$ cat src/rtl/lfsr_tpg_pkg.sv
// Shared BIST definitions: TPG/MISR state encoding, polynomial taps, session defaults
// and the mapping of an LFSR word onto the adder CUT operands.
package lfsr_tpg_pkg;

    localparam int TPG_BIT_DEF = 33;
    localparam int TAP_HI      = 33;
    localparam int TAP_LO      = 20;
    localparam int NUM_PAT_DEF = 127;
    localparam int WARMUP_DEF  = 33;

    typedef enum logic [1:0] {
        ST_IDLE   = 2'd0,
        ST_WARMUP = 2'd1,
        ST_RUN    = 2'd2,
        ST_DONE   = 2'd3
    } tpg_state_t;

    // Field order mirrors the LFSR bit order: cin is the MSB, a the low half.
    typedef struct packed {
        logic        cin;
        logic [15:0] b;
        logic [15:0] a;
    } cut_pat_t;

    function automatic cut_pat_t to_pat(input logic [TPG_BIT_DEF-1:0] v);
        return cut_pat_t'(v);
    endfunction

endpackage

$ cat src/rtl/lfsr_shift.sv
// One step of a Fibonacci LFSR with a two-tap feedback polynomial x^TAP_HI + x^TAP_LO + 1.
module lfsr_shift #(
    parameter int WIDTH  = 33,
    parameter int TAP_HI = 33,
    parameter int TAP_LO = 20
) (
    input  logic [WIDTH-1:0] din,
    output logic [WIDTH-1:0] dout
);

    assign dout = {din[WIDTH-2:0], din[TAP_HI-1] ^ din[TAP_LO-1]};

endmodule

$ cat src/rtl/lfsr_tpg.sv
// BIST test pattern generator: seeds an LFSR, warms it up, then streams NUM_PAT
// patterns to the adder CUT with stall (hold) and abort support.
module lfsr_tpg
    import lfsr_tpg_pkg::*;
#(
    parameter int TPG_BIT = TPG_BIT_DEF,
    parameter int NUM_PAT = NUM_PAT_DEF,
    parameter int WARMUP  = WARMUP_DEF
) (
    input  logic               clk,
    input  logic               reset,
    input  logic               start,
    input  logic [TPG_BIT-1:0] seed,
    input  logic               hold,
    input  logic               abort,
    output logic               pat_valid,
    output logic [15:0]        a,
    output logic [15:0]        b,
    output logic               cin,
    output logic               busy,
    output logic               done
);

    localparam logic [5:0] WARM_LAST = 6'((WARMUP > 0) ? WARMUP - 1 : 0);
    localparam logic [7:0] PAT_LAST  = 8'(NUM_PAT);

    tpg_state_t         state_q, state_n;
    logic [TPG_BIT-1:0] lfsr_q, lfsr_n, lfsr_sh, seed_fix;
    logic [5:0]         wcnt_q, wcnt_n;
    logic [7:0]         pcnt_q, pcnt_n;
    cut_pat_t           pat_q, pat_n;
    logic               pv_q, pv_n;
    logic               busy_q, busy_n;
    logic               done_q, done_n;

    lfsr_shift #(
        .WIDTH  (TPG_BIT),
        .TAP_HI (TAP_HI),
        .TAP_LO (TAP_LO)
    ) u_shift (
        .din  (lfsr_q),
        .dout (lfsr_sh)
    );

    assign seed_fix = (seed == '0) ? TPG_BIT'(1) : seed;

    // lfsr_q holds the pattern currently on a/b/cin while in RUN; a shift both
    // advances the LFSR and loads the output register with the new word, so a
    // hold sampled on one edge blanks pat_valid for the following cycle.
    always_comb begin
        state_n = state_q;
        lfsr_n  = lfsr_q;
        wcnt_n  = wcnt_q;
        pcnt_n  = pcnt_q;
        pat_n   = pat_q;
        pv_n    = 1'b0;
        busy_n  = busy_q;
        done_n  = done_q;
        if (abort) begin
            state_n = ST_IDLE;
            busy_n  = 1'b0;
            done_n  = 1'b0;
        end else begin
            case (state_q)
                ST_IDLE, ST_DONE: begin
                    if (start) begin
                        lfsr_n = seed_fix;
                        wcnt_n = '0;
                        pcnt_n = '0;
                        busy_n = 1'b1;
                        done_n = 1'b0;
                        if (WARMUP == 0) begin
                            state_n = ST_RUN;
                            pat_n   = to_pat(seed_fix);
                            pv_n    = 1'b1;
                            pcnt_n  = 8'd1;
                        end else begin
                            state_n = ST_WARMUP;
                        end
                    end
                end
                ST_WARMUP: begin
                    lfsr_n = lfsr_sh;
                    wcnt_n = wcnt_q + 6'd1;
                    if (wcnt_q == WARM_LAST) begin
                        state_n = ST_RUN;
                        pat_n   = to_pat(lfsr_sh);
                        pv_n    = 1'b1;
                        pcnt_n  = 8'd1;
                    end
                end
                ST_RUN: begin
                    if (!hold) begin
                        if (pcnt_q == PAT_LAST) begin
                            state_n = ST_DONE;
                            busy_n  = 1'b0;
                            done_n  = 1'b1;
                        end else begin
                            lfsr_n = lfsr_sh;
                            pat_n  = to_pat(lfsr_sh);
                            pv_n   = 1'b1;
                            pcnt_n = pcnt_q + 8'd1;
                        end
                    end
                end
                default: state_n = ST_IDLE;
            endcase
        end
    end

    always_ff @(posedge clk) begin
        if (reset) begin
            state_q <= ST_IDLE;
            lfsr_q  <= TPG_BIT'(1);
            wcnt_q  <= '0;
            pcnt_q  <= '0;
            pat_q   <= '0;
            pv_q    <= 1'b0;
            busy_q  <= 1'b0;
            done_q  <= 1'b0;
        end else begin
            state_q <= state_n;
            lfsr_q  <= lfsr_n;
            wcnt_q  <= wcnt_n;
            pcnt_q  <= pcnt_n;
            pat_q   <= pat_n;
            pv_q    <= pv_n;
            busy_q  <= busy_n;
            done_q  <= done_n;
        end
    end

    assign pat_valid = pv_q;
    assign a         = pat_q.a;
    assign b         = pat_q.b;
    assign cin       = pat_q.cin;
    assign busy      = busy_q;
    assign done      = done_q;

endmodule

$ cat config.mk
export PLATFORM = sky130hd
export DESIGN_NAME = lfsr_tpg
export DESIGN_NICKNAME = d
export VERILOG_FILES = /design/src/rtl/lfsr_tpg_pkg.sv /design/src/rtl/lfsr_shift.sv /design/src/rtl/lfsr_tpg.sv
export SDC_FILE = /design/constraint.sdc
export NUM_CORES = 1
export LEC_CHECK = 0
export BUFFER_PORTS_ARGS = -buffer_cell sky130_fd_sc_hd__buf_2
export CAP_MARGIN = 5
export CORE_MARGIN = 2
export CORE_UTILIZATION = 44
export CTS_CLUSTER_DIAMETER = 200
export CTS_CLUSTER_SIZE = 20
export DETAILED_ROUTE_END_ITERATION = 8
export PLACE_DENSITY = 0.66
export SETUP_SLACK_MARGIN = 0.02
export SYNTH_ARGS = -nofsm -noshare
export SYNTH_HDL_FRONTEND = slang
export SYNTH_SLANG_ARGS = --single-unit
$ cat constraint.sdc
create_clock -name clk -period 2.37 [get_ports clk]
set_clock_uncertainty 0.15 [all_clocks]
set_input_delay 0.474 -clock clk [delete_from_list [all_inputs] [get_ports clk]]
set_output_delay 0.474 -clock clk [all_outputs]
set_load 0.01 [all_outputs]
==> results of run 1 <==
-- timing repair --
| action | in CTS | in global routing |
|---|---|---|
| endpoints found under the setup margin | 0 | 3 |
| gates resized for setup | 0 | 2 |
| endpoints found under the hold margin | 0 | 0 |
-- synth_stat cells, drive strengths merged (3+ instances only) --
library cell | count | area share
dfxtp | 85 | 0.38
a21oi | 68 | 0.076
o31ai | 36 | 0.083
nand4 | 35 | 0.049
a211oi | 33 | 0.089
mux2i | 33 | 0.074
buf | 32 | 0.052
clkbuf | 14 | 0.012
nor4 | 14 | 0.021
inv | 12 | 0.010
nor2 | 8 | 0.0084
ha | 7 | 0.020
nand2 | 7 | 0.0059
a31oi | 6 | 0.013
nand3 | 6 | 0.0067
nor3 | 6 | 0.0078
o21ai | 6 | 0.0067
xnor2 | 4 | 0.0078
a2111oi | 3 | 0.010
a221o | 3 | 0.0067
a22o | 3 | 0.0059
and3 | 3 | 0.0042
nand2b | 3 | 0.0042
nor2b | 3 | 0.0042
or3 | 3 | 0.0042
-- flip-flops by register name, indices dropped and copies added (netlist names), 2 cells and up --
name     count
lfsr_q      33
pcnt_q       8
b           16
state_q      2
wcnt_q       6
a           16
-- layout make-up --
cell class              instances  area (um^2)  area share
flip-flops and latches         85         1702      0.3308
clock buffers                  10        137.6     0.02676
inverters                      12        45.04    0.008757
clock inverters                 5        82.58     0.01605
multi-input cells             309         2465      0.4792
well taps                     133        166.4     0.03235
repair buffers                 92        545.5      0.1061
-- per-stage QoR --
| stage | instances | area (um^2) | util |
|---|---|---|---|
| floorplan | 452 | 4467 | - |
| global placement | 631 | 4912 | 0.5003 |
| detailed placement | 631 | 4912 | 0.5003 |
| CTS | 646 | 5132 | 0.5227 |
| global route | 646 | 5144 | 0.5238 |
| finish | 646 | 5144 | 0.5238 |
-- where the power goes --
group          total [W]  switching [W]  leakage, nW  internal (W)
registers        0.00159      0.0000713        0.693       0.00152
logic           0.000756       0.000458         1.17      0.000298
clock network    0.00117       0.000549        0.113      0.000621
total            0.00351        0.00108         1.97       0.00243
-- logic make-up (layout without fill, tap and decap cells) --
logic type | count (synthesis) | in the layout
compound gates | 168 | 168
simple gates | 96 | 96
flops | 85 | 85
buf+inv | 58 | 119
mux | 33 | 33
fa+ha+maj | 7 | 7
xor+xnor | 5 | 5
-- path summary, 6_finish.rpt --
check	start	endpoint	slack, ns
min	a[3]	a[3]	0.32
min reg2reg	a[3]	a[3]	0.32
max	state_q[0]	lfsr_q[32]	0.15
max reg2reg	state_q[0]	lfsr_q[32]	0.15
-- worst reg2reg max path: stages, from the launching register on --
cell      delay, ns
dfxtp_1        0.40
inv_1          0.09
ha_2           0.24
and3b_1        0.24
a31oi_4        0.23
buf_4          0.40
a21oi_1        0.16
a211oi_2       0.22
-- per-layer routing --
metal	up-vias	routed length [um]	track usage
met5	-	0	0
met4	0	138	0.05905
met3	11	694	0.03493
met2	128	5390	0.3340
met1	1839	5413	0.3020
li1	1865	-	-
==> results.ini, run 1 <==
[finish]
layout-drive-gt1-share = 0.3392
finish.net_count = 554
n_fill_cell = 952
layout-area-overhead-vs-synth_pct = 15.15
mostFrequentLayoutCell = dfxtp_1
antenna-diode-count = 0
most-common-layout-cells = 85 x dfxtp_1, 73 x buf_2, 68 x a21oi_1, 35 x nand4_1, 33 x mux2i_1

[setup_path]
crit_type = register to register
critical_path.slowest_cell = dfxtp_1
crit_path_dat_ns = 2.35
path_depth = 7
critPathRequiredTime_ns = 2.51
cp-end-kind = register
crit_path_cell_trace = inv_1, ha_2, and3b_1, a31oi_4, buf_4, a21oi_1, a211oi_2
timing.critical_path.from_type = register
cpLargestDelayFamily = compound AO/OA/AOI/OAI gates
reg2regPathDepth = 7
cp_max_fo = 40
stage_delay_of_the_slowest_cell_on_the_critical_path_ns = 0.40
timing.critical_path.buf_inv = 2

[global_routing]
number_of_antenna_violations_at_the_first_check_in_global_routing = 0
via_count_of_the_first_global_routing_pass = 3742
globalRouteTotalUtil = 0.2128
global_route.overflow_total = 0
largest_net_degree_at_the_start_of_global_routing = 41
grt_first_pass_wirelength_mm = 18.93

[floorplanning]
die_width_um = 104.8
die_area_um2 = 10970
chipHeight_um = 104.8
fp.coreArea_um2 = 9819
rows = 36
initial_utilization = 0.4549
boundaryPins = 74

[clock_network]
cts.reportedPaths.clkPinSlew_ns = 0.09
cts.htree.levels = 3
tritoncts_buffer_count = 9
clk-insertion-delay-late_ns = 0.37
cts.sink_count = 85
post_cts_hold_buffer_count = 0
clockRootBuffer = clkbuf_8
postCtsSetupBuffers = 0
cts_tree = yes
clock_tree.buffer_depth = 2

[sta]
max_freq_mhz = 451.4
rsz_0062_raised_after_global_routing = no
finalSetupViolCount = 0
setup_ws_ns = 0.1548
period_minus_slack_ns = 2.215
timing.final.max_slew_violations = 0
number_of_hold_violations_in_the_final_report = 0
timing.max_slew.rel_slack = 0.6376
min_period_over_period = 0.9347
worst_slew_pin_slew_ns = 0.5418
tns_ns = 0
worst_hold_slack_ns = 0.3220

[worst_hold_path]
path_class_of_the_lowest_slack_min_delay_path = register to register
hold_path_depth = 2

[power_and_ir_drop]
power.density_nw_per_um2 = 682.9
peakVddDrop_mv = 0.3169
p_leak_nw = 1.974
total_power_w = 0.003512

[synth]
ys_types = 51
synth-main-ff-cell = dfxtp_1
netlist_instances = 452
syn-cell-area_um2 = 4467
yosys.area_share.xor_xnor = 0.009804
synth_enable_flop_cells = 0
multiplexer_share_of_the_synthesized_area = 0.07395
synthesis.area_per_instance_um2 = 9.882
synth.ff_latch_count = 85
synthesis.nets = 497
synth-warning-count = 0
synthesized_area_fraction_occupied_by_and_or_nand_nor_cells = 0.1291
area_fraction_in_compound_gates_after_synthesis = 0.3123
yosys.area_share.adder = 0.01961
synth_async_sr_flop_share = 0
ys_seq_area_frac = 0.3810
largest_family_of_logic_cells_by_synthesized_area = compound AO/OA/AOI/OAI gates

[routing]
drt_iter0_drc = 240
drtPass1Iterations = 5
drt-vias-per-instance = 5.949
route.antenna.remaining_nets = 0
drc = 0
route.detailed.wl_per_inst_um = 18.01
drt_wl_total_mm = 11.64
route.vias.total = 3843

[place]
pre_cts_ws_ns = 0.1621
hpwlAfterDp_mm = 7.929
place_congestion = 0.7968
numPortBuffers = 73

[run]
drv_cap = 0

[run_status]
outcome = completed

(Power assumes the default switching activity.)
==> run 2: changes to the inputs <==
--- a/config.mk
+++ b/config.mk
@@ -5,14 +5,14 @@
 export SDC_FILE = /design/constraint.sdc
 export NUM_CORES = 1
 export LEC_CHECK = 0
-export BUFFER_PORTS_ARGS = -buffer_cell sky130_fd_sc_hd__buf_2
 export CAP_MARGIN = 5
 export CORE_MARGIN = 2
 export CORE_UTILIZATION = 44
 export CTS_CLUSTER_DIAMETER = 200
 export CTS_CLUSTER_SIZE = 20
 export DETAILED_ROUTE_END_ITERATION = 8
-export PLACE_DENSITY = 0.66
+export DONT_BUFFER_PORTS = 1
+export PLACE_DENSITY = 0.6
 export SETUP_SLACK_MARGIN = 0.02
 export SYNTH_ARGS = -nofsm -noshare
 export SYNTH_HDL_FRONTEND = slang
==> run 2 against run 1 <==
  * Clock power is 14% lower
  * Global-route usage is 1.4 points lower
  * Wire length is 5.8% lower
  * Worst hold slack worse by 0.28 ns
  * Clock-buffer cell count is 1 higher
  * Sequential share of layout area is 2.7 points higher
  * Register-to-register slack better by 0.03 ns
  * Fmax is 1.5% higher
  * Cell area is 7.6% lower
  * Power is 7.3% lower
  * Sequential power hardly changed
  * Critical path type unchanged
  * Critical endpoint is now a[5]
  * Largest cell class unchanged
==> results.ini, run 2 (synthesis gave the netlist of run 1 again) <==
[run_status]
outcome = completed

[global_routing]
global_route.overflow_total = 0
via_count_of_the_first_global_routing_pass = 3323
largest_net_degree_at_the_start_of_global_routing = 72
grt_first_pass_wirelength_mm = 17.91
globalRouteTotalUtil = 0.1990
number_of_antenna_violations_at_the_first_check_in_global_routing = 0

[sta]
max_freq_mhz = 458.0
period_minus_slack_ns = 2.183
number_of_hold_violations_in_the_final_report = 0
tns_ns = 0
finalSetupViolCount = 0
timing.final.max_slew_violations = 0
setup_ws_ns = 0.1868
timing.max_slew.rel_slack = 0.6530
worst_slew_pin_slew_ns = 0.5187
min_period_over_period = 0.9212
rsz_0062_raised_after_global_routing = no

[setup_path]
timing.critical_path.from_type = register
crit_path_cell_trace = ha_1, and3_1, a31o_2, buf_4, o31ai_2, a21oi_1
critPathRequiredTime_ns = 2.49
critical_path.slowest_cell = a31o_2
cpLargestDelayFamily = compound AO/OA/AOI/OAI gates
cp_max_fo = 12
cp-end-kind = register
crit_path_dat_ns = 2.31
crit_type = register to register
stage_delay_of_the_slowest_cell_on_the_critical_path_ns = 0.46
timing.critical_path.buf_inv = 1

[routing]
drt_iter0_drc = 179
drt_wl_total_mm = 10.97
drtPass1Iterations = 5
route.antenna.remaining_nets = 0
route.detailed.wl_per_inst_um = 19.17
route.vias.total = 3538
drt-vias-per-instance = 6.185
drc = 0

[power_and_ir_drop]
p_leak_nw = 1.608
peakVddDrop_mv = 0.3073
total_power_w = 0.003254
power.density_nw_per_um2 = 684.7

[clock_network]
postCtsSetupBuffers = 0
cts_tree = yes
cts.sink_count = 85
clock_tree.buffer_depth = 2
cts.reportedPaths.clkPinSlew_ns = 0.09
cts.htree.levels = 3
clockRootBuffer = clkbuf_8
post_cts_resized = 0
tritoncts_buffer_count = 9
post_cts_hold_buffer_count = 0
clk-insertion-delay-late_ns = 0.34

[finish]
antenna-diode-count = 0
largest_reg_flops = 33
largest_register = lfsr_q
layout-area-overhead-vs-synth_pct = 6.415
multiInputGateArea_um2 = 2456
most-common-layout-cells = 85 x dfxtp_1, 68 x a21oi_1, 35 x nand4_1, 33 x mux2i_1, 30 x a211oi_2
final-instance-count-excl-fill = 572
mostFrequentLayoutCell = dfxtp_1
n_fill_cell = 968
finish.net_count = 479
layout-drive-gt1-share = 0.2278
final-seq-area_um2 = 1702

[floorplanning]
fp.coreArea_um2 = 9819
die_area_um2 = 10970
boundaryPins = 74
rows = 36
die_width_um = 104.8
chipHeight_um = 104.8
initial_utilization = 0.4549

[worst_hold_path]
path_class_of_the_lowest_slack_min_delay_path = input port to register

[place]
placed_cells_incl_taps = 556
pre_cts_ws_ns = 0.1526
hpwlAfterDp_mm = 7.349
place_congestion = 0.7718
numPortBuffers = 0

[run]
drv_cap = 0

==> run 2: metrics by stage <==
step | hold WS [ns] | utilization | instance area [um^2]
after detailed placement | 0.3238 | 0.4641 | 4557
after floorplan | 0.3021 | - | 4467
after global placement | 0.3178 | 0.4641 | 4557
final | 0.04022 | 0.4841 | 4753
after global routing | 0.01358 | 0.4841 | 4753
after CTS | 0.02529 | 0.4838 | 4751
==> run 2: path summary, 6_finish.rpt <==
| check | startpoint | endpoint | slack (ns) | cells after the start |
|---|---|---|---|---|
| setup / recovery | pcnt_q[0] | a[5] | 0.19 | 6 |
| hold / removal | abort | state_q[1] | 0.04 | 1 |
| setup reg to reg | pcnt_q[0] | a[5] | 0.19 | 6 |
| hold reg to reg | lfsr_q[30] | b[15] | 0.33 | 2 |
==> run 2: layout make-up <==
cell class,instances,share of cell area
repair buffers,17,0.04001
well taps,133,0.03501
inverters,12,0.009476
flip-flops and latches,85,0.3580
multi-input cells,309,0.5167
clock buffers,11,0.03185
clock inverters,5,0.008950
==> run 2: power breakdown <==
group / total, W / switching [W] / internal [W]
clock: 0.00101 / 0.000555 / 0.000450
combinational: 0.000649 / 0.000384 / 0.000265
sequential: 0.00160 / 0.0000845 / 0.00152
total: 0.00325 / 0.00102 / 0.00223
==> run 2: per-layer routing <==
metal,vias to the layer above,track usage,share of wire
li1,1725,-,-
met1,1725,0.2751,0.47
met2,84,0.3126,0.47
met3,4,0.04928,0.056
met4,0,0.04571,0.0045
met5,-,0,0
==> run 2: worst register-to-register path, delay by kind of cell (launching register included) <==
family          cells  cell delay (ns)
simple gates        1             0.29
compound gates      3             0.71
buf+inv             1             0.30
fa+ha+maj           1             0.23
flops               1             0.44
